--- src/rtl/id_ex_pipe_reg.sv ---
// id_ex_pipe_reg: decode->execute pipeline register with load-use stall, flush, hold and bubble counter
// Ports: clk/rst (sync active-high); *_D decode-stage control word, register addresses and operands;
//        flush_i kills the instruction entering EX; hold_i freezes EX; *_E latched EX-stage copies;
//        stall_D tells decode/fetch to hold; bubble_cnt counts inserted bubbles (saturating).
module id_ex_pipe_reg #(
    parameter int DATA_W = 32,
    parameter int REG_AW = 4,
    parameter int CNT_W  = 16
) (
    input  logic              clk,
    input  logic              rst,
    input  logic              valid_D,
    input  logic              RegW_D,
    input  logic              MemW_D,
    input  logic              MemToReg_D,
    input  logic              ALUSrc_D,
    input  logic              ALUOp_D,
    input  logic [REG_AW-1:0] RA1_D,
    input  logic [REG_AW-1:0] RA2_D,
    input  logic [REG_AW-1:0] WA3_D,
    input  logic [DATA_W-1:0] RD1_D,
    input  logic [DATA_W-1:0] RD2_D,
    input  logic [DATA_W-1:0] ExtImm_D,
    input  logic              flush_i,
    input  logic              hold_i,
    output logic              valid_E,
    output logic              RegW_E,
    output logic              MemW_E,
    output logic              MemToReg_E,
    output logic              ALUSrc_E,
    output logic              ALUOp_E,
    output logic [REG_AW-1:0] WA3_E,
    output logic [DATA_W-1:0] RD1_E,
    output logic [DATA_W-1:0] RD2_E,
    output logic [DATA_W-1:0] ExtImm_E,
    output logic              stall_D,
    output logic [CNT_W-1:0]  bubble_cnt
);
    logic              valid_q, valid_d;
    logic [4:0]        ctrl_q, ctrl_d;
    logic [REG_AW-1:0] wa3_q, wa3_d;
    logic [DATA_W-1:0] rd1_q, rd1_d, rd2_q, rd2_d, imm_q, imm_d;
    logic [CNT_W-1:0]  cnt_q, cnt_d;
    logic              ra2_used, hazard, bubble, upd;

    assign ra2_used = ~ALUSrc_D | MemW_D;
    assign hazard   = valid_D & valid_q & ctrl_q[2] & ctrl_q[4] &
                      ((RA1_D == wa3_q) | (ra2_used & (RA2_D == wa3_q)));
    assign stall_D  = ~rst & ~flush_i & (hold_i | hazard);
    // hold outranks a hazard; flush outranks hold
    assign bubble   = flush_i | (~hold_i & hazard);
    assign upd      = flush_i | ~hold_i;

    always_comb begin
        valid_d = upd ? (valid_D & ~bubble) : valid_q;
        ctrl_d  = upd ? ((bubble | ~valid_D) ? 5'b0
                         : {RegW_D, MemW_D, MemToReg_D, ALUSrc_D, ALUOp_D}) : ctrl_q;
        wa3_d   = upd ? WA3_D : wa3_q;
        rd1_d   = upd ? RD1_D : rd1_q;
        rd2_d   = upd ? RD2_D : rd2_q;
        imm_d   = upd ? ExtImm_D : imm_q;
        cnt_d   = (bubble & ~&cnt_q) ? cnt_q + 1'b1 : cnt_q;
    end

    always_ff @(posedge clk) begin
        if (rst) begin
            valid_q <= 1'b0;
            ctrl_q  <= '0;
            wa3_q   <= '0;
            rd1_q   <= '0;
            rd2_q   <= '0;
            imm_q   <= '0;
            cnt_q   <= '0;
        end else begin
            valid_q <= valid_d;
            ctrl_q  <= ctrl_d;
            wa3_q   <= wa3_d;
            rd1_q   <= rd1_d;
            rd2_q   <= rd2_d;
            imm_q   <= imm_d;
            cnt_q   <= cnt_d;
        end
    end

    assign valid_E    = valid_q;
    assign RegW_E     = ctrl_q[4];
    assign MemW_E     = ctrl_q[3];
    assign MemToReg_E = ctrl_q[2];
    assign ALUSrc_E   = ctrl_q[1];
    assign ALUOp_E    = ctrl_q[0];
    assign WA3_E      = wa3_q;
    assign RD1_E      = rd1_q;
    assign RD2_E      = rd2_q;
    assign ExtImm_E   = imm_q;
    assign bubble_cnt = cnt_q;
endmodule

--- config.mk ---
export PLATFORM = sky130hd
export DESIGN_NAME = id_ex_pipe_reg
export DESIGN_NICKNAME = d
export VERILOG_FILES = /design/src/rtl/id_ex_pipe_reg.sv
export SDC_FILE = /design/constraint.sdc
export NUM_CORES = 1
export LEC_CHECK = 0
export ABC_CLOCK_PERIOD_IN_PS = 1900
export CORE_MARGIN = 8
export CORE_UTILIZATION = 36
export CTS_CLUSTER_SIZE = 10
export DETAILED_ROUTE_END_ITERATION = 16
export GPL_ROUTABILITY_DRIVEN = 0
export GPL_TIMING_DRIVEN = 1
export PLACE_DENSITY = 0.77
export SYNTH_ARGS = -nofsm -noshare
export SYNTH_HDL_FRONTEND = slang
export SYNTH_SLANG_ARGS = --single-unit
--- constraint.sdc ---
create_clock -name clk -period 1.9 [get_ports clk]
set_input_delay 0.285 -clock clk [delete_from_list [all_inputs] [get_ports clk]]
set_output_delay 0.285 -clock clk [all_outputs]
set_load 0.02 [all_outputs]
After elaboration in Yosys (flattened, before gate mapping)

Index checks and enable logic that the tools add are counted.

Mux-type cells: 1
Bitwise gates (word level): 22
Reduce and logical (&&, ||, !) cells: 2
Add/sub/neg operators: 1
Equality and inequality tests: 2

Operators with widths:

| operator                                      | count |
|---|---|
| adder 16 x 1 -> 16 bit, second input constant | 1 |
| AND reduction 16 bit                          | 1 |
| AND 1 bit                                     | 10 |
| equality test 4 bit                           | 2 |
| inverter 1 bit                                | 6 |
| OR 1 bit                                      | 6 |
| two-way mux 5 bit                             | 1 |
| zero test 1 bit                               | 1 |

Output and inout port bits: 123
Bits in registers: 122
Bits of input ports: 118

Longest topological paths before layout

Gate-level depths: netlist of run 1.

Depth in word-level cells: 9
Gate-level depth with buffers: 9
Gate-level depth less buffers: 6

Worst setup path before layout of run 1

OpenSTA, ideal clock, no wires.

Path kind: register -> register
Start: register cnt_q[0] (netlist: bubble_cnt[0])
End: register cnt_q[4] (netlist: bubble_cnt[4])
Data arrival time: 1957 ps
Period minus slack after synthesis: 2080 ps
Library setup time: 123 ps
Stages on the path, launching flop included: 9
Path buffers: 2
Setup slack: -180 ps
Cells stage by stage: dfxtp_1 > ha_1 > nand2_1 > or3_1 > buf_6 > nor3_4 > buf_4 > nor3_1 > mux2_1

Word-level cells in the longest chain between the ends: 3
Elaborated cells between the ends (all ways): 4
Classes of those cells: 1 x add/sub; 1 x bitwise; 2 x reduce/logical

RTL lines:

| what                                                           | RTL line | source |
|---|---|---|
| start, declared                                                | 43       | `logic [CNT_W-1:0] cnt_q, cnt_d;` |
| start signal, assigned                                         | 81       | `cnt_q <= cnt_d;` |
| branches (longest 3 deep; another with adder 16 x 1 -> 16 bit) | --       |  |

Parallel ways; which one is timed is not known.
A chain may end at the register's enable or synchronous reset.

Worst setup path after layout of run 1

Start: input port valid_D
End: register cnt_q[3] (netlist: bubble_cnt[3])

Word-level cells in the longest chain between the ends: 7

RTL lines:

| what                   | RTL line | source |
|---|---|---|
| start, declared        | 12       | `input logic valid_D,` |
| AND 1 bit (4 in a row) | 47       | `assign hazard = valid_D & valid_q & ctrl_q[2] & ctrl_q[4] &` |
| AND 1 bit              | 51       | `assign bubble = flush_i \| (~hold_i & hazard);` |
| OR 1 bit               | 51       |  |
| AND 1 bit              | 62       | `cnt_d = (bubble & ~&cnt_q) ? cnt_q + 1'b1 : cnt_q;` |

Every way passes these cells.

==> results_dict.tcl, run 1 <==
set metrics [dict create \
    status "finished with violations" \
    violations "setup timing" \
    crit_arrival_ps 2310 \
    vias 4969 \
    maxCapViolations 0 \
    fin_crit_sh_pct 103.9 \
    dpl.hpwl_microns 12050 \
    dr.pass1.iters 5 \
    hold_path.class "primary input to flop" \
    setup_viol 10 \
    drc 0 \
    rsz0062_at_grt "true" \
    antenna_found_initial 0 \
    synth_commonest_cells "212 x nand2_1, 122 x dfxtp_1, 109 x a21oi_1, 28 x clkbuf_1" \
    wl_met3_microns 1700 \
    dieWidth_microns 129.0 \
    dpl.cell_count 976 \
    die-area_sq_mm 0.01665 \
    clk_latency_ps 410 \
    syn_nets 694 \
    n_fill_cell 1001 \
    critPathKind "primary input to flop" \
    drv_slew 0 \
    core_sq_mm 0.01257 \
    post-route-util_pct 66.01 \
    slew_headroom_pct 48.85 \
    syn_area_per_cell_sq_um 7.999 \
    critical-path-max-stage-delay_ps 520 \
    grt_usage_pct 19.12 \
    synth_area_sq_mm 0.004599 \
    critPathLaunchType "primary input" \
    wl_met2_microns 8383 \
    clk_pin_slew_ps 50 \
    syn_to_final_growth_pct 80.39 \
    slowest_stage "or4_4" \
    synthCells 575 \
    synth_top_area_share_pct 53.10 \
    synth_cell_types 39 \
    postRouteAntennaNets 0 \
    setup_tns_ps -390.9 \
    grt-ovfl-total 0 \
    cts_buffers 17 \
    cts_tree "yes" \
    fmaxAchievable_mhz 506.5 \
    worstMarginPinSlew_ps 762.7 \
    root_buffer "clkbuf_16" \
    worstPathCellList "clkdlybuf4s50_1 -> and4_4 -> nand4_1 -> buf_4 -> o221a_4 -> or4_4 -> a21oi_2" \
    crit_required_ps 2240 \
    yosysSeqAreaShare_pct 53.10 \
    initial_core_util_pct 36.60 \
    period_needed_ps 1974 \
    ys_ff_latch 122 \
    nets 952 \
    first_global_vias 4931 \
    p_leak_nw 3.251 \
    cts_sinks 122 \
    power.density_mw_per_mm2 846.6 \
    synth_top_area_cell "dfxtp_1" \
    crit_path_max_fanout 4 \
    vias_per_cell 4.886 \
    yosysMostFrequentCell "nand2_1" \
    grt_max_degree 68 \
    die_h_microns 129.0 \
    hold_viol_final 0 \
    n_antenna_cell 0 \
    ioPinCount 241 \
    irDropWorstVdd_mv 0.5362 \
    clock_path_buffers 2 \
    fin_skew_ps 5.162 \
    yosys-top-cells-area "dfxtp_1 53%, nand2_1 17%, a21oi_1 12%" \
    io_buffer_count 240 \
    post_drt_wl_per_cell_microns 16.79 \
    wl_microns 17070 \
    fin_ws_ps -74.20 \
    final_cells 1017 \
    critPathCaptureType "flop" \
    row_count 41 \
    synthArstFlopShare_pct 0 \
    ys_warn_count 0 \
    drtIter0Drc 279 \
    synth_edf_count 0 \
    dr.max_layer_used "met4" \
    h-tree-depth 4 \
    grt_pass1_wl_microns 25160 \
    drive_gt1_share_pct 15.27 \
    synth-main-ff-cell "dfxtp_1" \
    met1_length_microns 6377 \
]
layer usage:
layer | global-route usage (%) | vias to the layer above
li1 | - | 2441
met1 | 19.17 | 2271
met2 | 32.67 | 216
met3 | 8.505 | 41
met4 | 10.71 | 0
met5 | 0 | -
critical path, delay by kind of cell:
family | cells | cell delay [ps]
simple gates | 3 | 950
buf+inv | 2 | 680
compound gates | 2 | 380
stage by stage:
| stage | power, mW | hold WS, ps | area [sq um] | setup slack (ps) |
|---|---|---|---|---|
| 3_3_place_gp | 3.883 | 436.8 | 7377 | -545.4 |
| 4_1_cts | 7.064 | 74.34 | 7999 | -45.08 |
| 6_report | 7.024 | 100.5 | 8297 | -74.20 |
| 3_5_place_dp | 3.908 | 443.7 | 7377 | -568.6 |
| 5_1_grt | 7.331 | 82.96 | 8297 | -223.8 |
| 2_1_floorplan | 3.261 | 410.6 | 4638 | -20.98 |
power by group:
group / switching (mW) / internal (mW)
clock: 1.13 / 1.99
combinational: 0.528 / 0.594
sequential: 0.0782 / 2.70
kinds of logic (layout without fill, tap and decap cells):
| group | Yosys count | count (layout) | share of synthesized area [%] |
|---|---|---|---|
| adders and majority gates | 1 | 1 | 0.2720 |
| and+or+nand+nor | 261 | 261 | 23.86 |
| muxes | 5 | 5 | 1.224 |
| xor gates and xnor gates | 8 | 8 | 1.523 |
| DFF | 122 | 122 | 53.10 |
| AOI/OAI and AO/OA | 133 | 136 | 15.97 |
| buffers and inverters | 45 | 312 | 4.053 |
what timing repair did:
item                                    in CTS  in global routing
buffers inserted                             2                  5
endpoints found under the setup margin      15                 16
resized for setup                           12                 47
pin swaps                                    2                 32
hold buffers                                 0                  0
endpoints found under the hold margin        0                  0
cloned                                       0                  3
cell type report:
| cell class | count | area, sq um | share of cell area [%] |
|---|---|---|---|
| multi-input cells | 411 | 2271 | 27.37 |
| inverters | 5 | 18.77 | 0.2262 |
| flip-flops and latches | 122 | 2470 | 29.77 |
| repair buffers | 276 | 2743 | 33.06 |
| clock buffers | 21 | 460.4 | 5.550 |
| well taps | 172 | 215.2 | 2.594 |
| clock inverters | 10 | 118.9 | 1.433 |
sequential cells by signal, indices dropped and copies added, names as in the netlist:
signal,flops
RD2_E,32
bubble_cnt,16
WA3_E,4
ExtImm_E,32
valid_E,1
ctrl_q,5
RD1_E,32
worst paths after layout:
check,start,to,slack (ps),cells past startpoint
max reg2reg,WA3_E[1],bubble_cnt[3],-40,7
min reg2reg,RD2_E[29],RD2_E[29],450,2
max,valid_D,bubble_cnt[3],-70,7
min,rst,ExtImm_E[31],100,2
layout by cell type, fill, tap and decap left out, types with 4 or more instances in the layout:
cell type        count
a21oi_1            102
a21oi_2              7
a22o_1               5
buf_12               5
buf_4               31
clkbuf_16           17
clkdlybuf4s50_1    236
dfxtp_1            110
dfxtp_2              7
dfxtp_4              5
inv_1                5
nand2_1            209
nand3_1              4
nand4_1              5
nor2_1               7
nor2b_1              6
or4_4                6
xnor2_2              5
No activity file was read; power rests on OpenSTA's default activity.
==> run 2, diff against run 1 <==
--- a/config.mk
+++ b/config.mk
@@ -13,6 +13,7 @@
 export GPL_ROUTABILITY_DRIVEN = 0
 export GPL_TIMING_DRIVEN = 1
 export PLACE_DENSITY = 0.77
+export SETUP_SLACK_MARGIN = 0.5
 export SYNTH_ARGS = -nofsm -noshare
 export SYNTH_HDL_FRONTEND = slang
 export SYNTH_SLANG_ARGS = --single-unit
==> results_dict.tcl, run 2 (synthesis results as in run 1) <==
set metrics [dict create \
    initial_core_util_pct 36.60 \
    crit_top_cell "buf_6" \
    worstRegToRegCells 7 \
    fmaxAchievable_mhz 519.9 \
    cts_buffers 17 \
    hold_buffers 0 \
    final_cell_mix "208 x nand2_1, 116 x clkdlybuf4s50_1, 101 x dfxtp_1, 101 x a21oi_1, 53 x clkdlybuf4s15_1" \
    switchingPower_mw 1.757 \
    swShare_pct 24.78 \
    clk_latency_ps 420 \
    row_count 41 \
    slew_headroom_pct 65.30 \
    hold_depth 3 \
    drtIter0Drc 278 \
    critPathKind "flop to flop" \
    combinationalPowerShare_pct 15.7 \
    critPathLaunchType "flop" \
    crit_path_max_fanout 5 \
    post_drt_wl_per_cell_microns 18.28 \
    final_area_sq_mm 0.008422 \
    grt_usage_pct 19.94 \
    place_ws_ps -474.1 \
    ioPinCount 241 \
    vias_per_cell 4.993 \
    period_needed_ps 1924 \
    fin_skew_ps 8.644 \
    n_fill_cell 987 \
    power.clock.fraction_pct 45.2 \
    worstPathCellList "xnor2_2 -> nand4_1 -> buf_6 -> o221a_4 -> buf_6 -> or3_4 -> a21oi_2" \
    grt_pass1_wl_microns 26200 \
    hold_viol_final 0 \
    p_seq_share_pct 39.2 \
    final_common_cell "nand2_1" \
    postRouteAntennaNets 0 \
    dpl-instance-area_sq_mm 0.007427 \
    critical-path-max-stage-delay_ps 370 \
    hold_path.class "primary input to flop" \
    fin_ws_ps -23.56 \
    maxCapViolations 0 \
    grt_max_degree 61 \
    status "finished with violations" \
    grt-ovfl-total 0 \
    root_buffer "clkbuf_16" \
    drive_gt1_share_pct 24.62 \
    fin_crit_sh_pct 101.2 \
    crit_required_ps 2230 \
    irDropWorstVdd_mv 0.6468 \
    slowest_stage "dfxtp_4" \
    vias 5138 \
    clk_pin_slew_ps 50 \
    first_global_vias 5097 \
    antenna_found_initial 0 \
    dr.pass1.iters 4 \
    crit_arrival_ps 2260 \
    die_h_microns 129.0 \
    setup_viol 3 \
    nets 963 \
    dieWidth_microns 129.0 \
    syn_to_final_growth_pct 83.11 \
    rsz0062_at_grt "true" \
    io_buffer_count 240 \
    cell_internal_pwr_mw 5.331 \
    dpl.hpwl_microns 11820 \
    p_leak_nw 3.527 \
    power.density_mw_per_mm2 841.6 \
    cts_tree "yes" \
    die-area_sq_mm 0.01665 \
    worstMarginPinSlew_ps 520.5 \
    h-tree-depth 4 \
    core_sq_mm 0.01257 \
    drc 0 \
    critPathCaptureType "flop" \
    clock_path_buffers 2 \
    n_antenna_cell 0 \
    cts_sinks 122 \
    drv_slew 0 \
    wl_microns 18810 \
    violations "setup timing" \
]
## run 2: cell count changes in the layout (fill, tap and decap cells not counted), sizes merged, moves of 2 or more
cell / before / now
dlymetal6s2s: 2 / 0
clkdlybuf4s15: 0 / 66
clkdlybuf4s50: 236 / 116
buf: 38 / 50
clkinvlp: 3 / 0
clkbuf: 21 / 64
dlygate4sd2: 0 / 17
## run 2: cell type report
type	count	area, sq um	area share, %
Tap cell	172	215.2	2.555
Inverter	5	18.77	0.2228
Sequential cell	122	2496	29.64
Multi-Input combinational cell	411	2327	27.63
Clock inverter	6	55.05	0.6537
Clock buffer	26	543.0	6.448
Timing Repair Buffer	287	2766	32.85
## run 2: critical path: cells and delay by family (launching register included)
kind            cells  cell delay, ps
simple gates        2             560
compound gates      2             440
flops               1             370
buf+inv             2             330
xor+xnor            1             150
## run 2: worst paths after layout
check,from,endpoint,slack (ps)
worst max-delay path,WA3_E[2],bubble_cnt[0],-20
worst min-delay path,ExtImm_D[27],ExtImm_E[27],420
worst max register to register,WA3_E[2],bubble_cnt[0],-20
worst min register to register,RD2_E[6],RD2_E[6],450
## run 2: per-stage QoR
stage | instances | hold slack (ps) | power [mW] | util, % | setup TNS (ps)
3_5_place_dp | 974 | 443.2 | 3.907 | 59.09 | -5749
6_report | 1029 | 423.6 | 7.087 | 67.01 | -51.00
5_1_grt | 1029 | 420.5 | 7.375 | 67.01 | -301.6
4_1_cts | 1010 | 401.0 | 7.056 | 63.92 | 0
3_3_place_gp | 974 | 436.4 | 3.882 | 59.09 | -5152
2_1_floorplan | 575 | 409.9 | 3.259 | - | 0
## run 2: power groups by stage
stage | Combinational (mW) | Sequential, mW | Clock (mW)
3_5_place_dp | 1.08 | 2.82 | 0
3_3_place_gp | 1.07 | 2.82 | 0
2_1_floorplan | 0.274 | 2.99 | 0
4_1_cts | 1.03 | 2.77 | 3.25
6_report | 1.11 | 2.78 | 3.20
5_1_grt | 1.19 | 2.79 | 3.39
## run 2: metal layers
layer / share of wire (%) / track usage (%) / routed length, microns / vias to the layer above
met5: 0 / 0 / 0 / -
met4: 1.8 / 8.362 / 339 / 0
met3: 11 / 10.64 / 2048 / 30
met2: 51 / 33.87 / 9520 / 212
met1: 37 / 20.10 / 6903 / 2424
li1: - / - / - / 2472
## run 2: repair_timing
item | 4_1_cts | 5_1_grt
endpoints found under the setup margin | 145 | 166
resized for setup | 228 | 129
setup buffers | 2 | 10
pin swaps | 11 | 21
cloned | 2 | 9
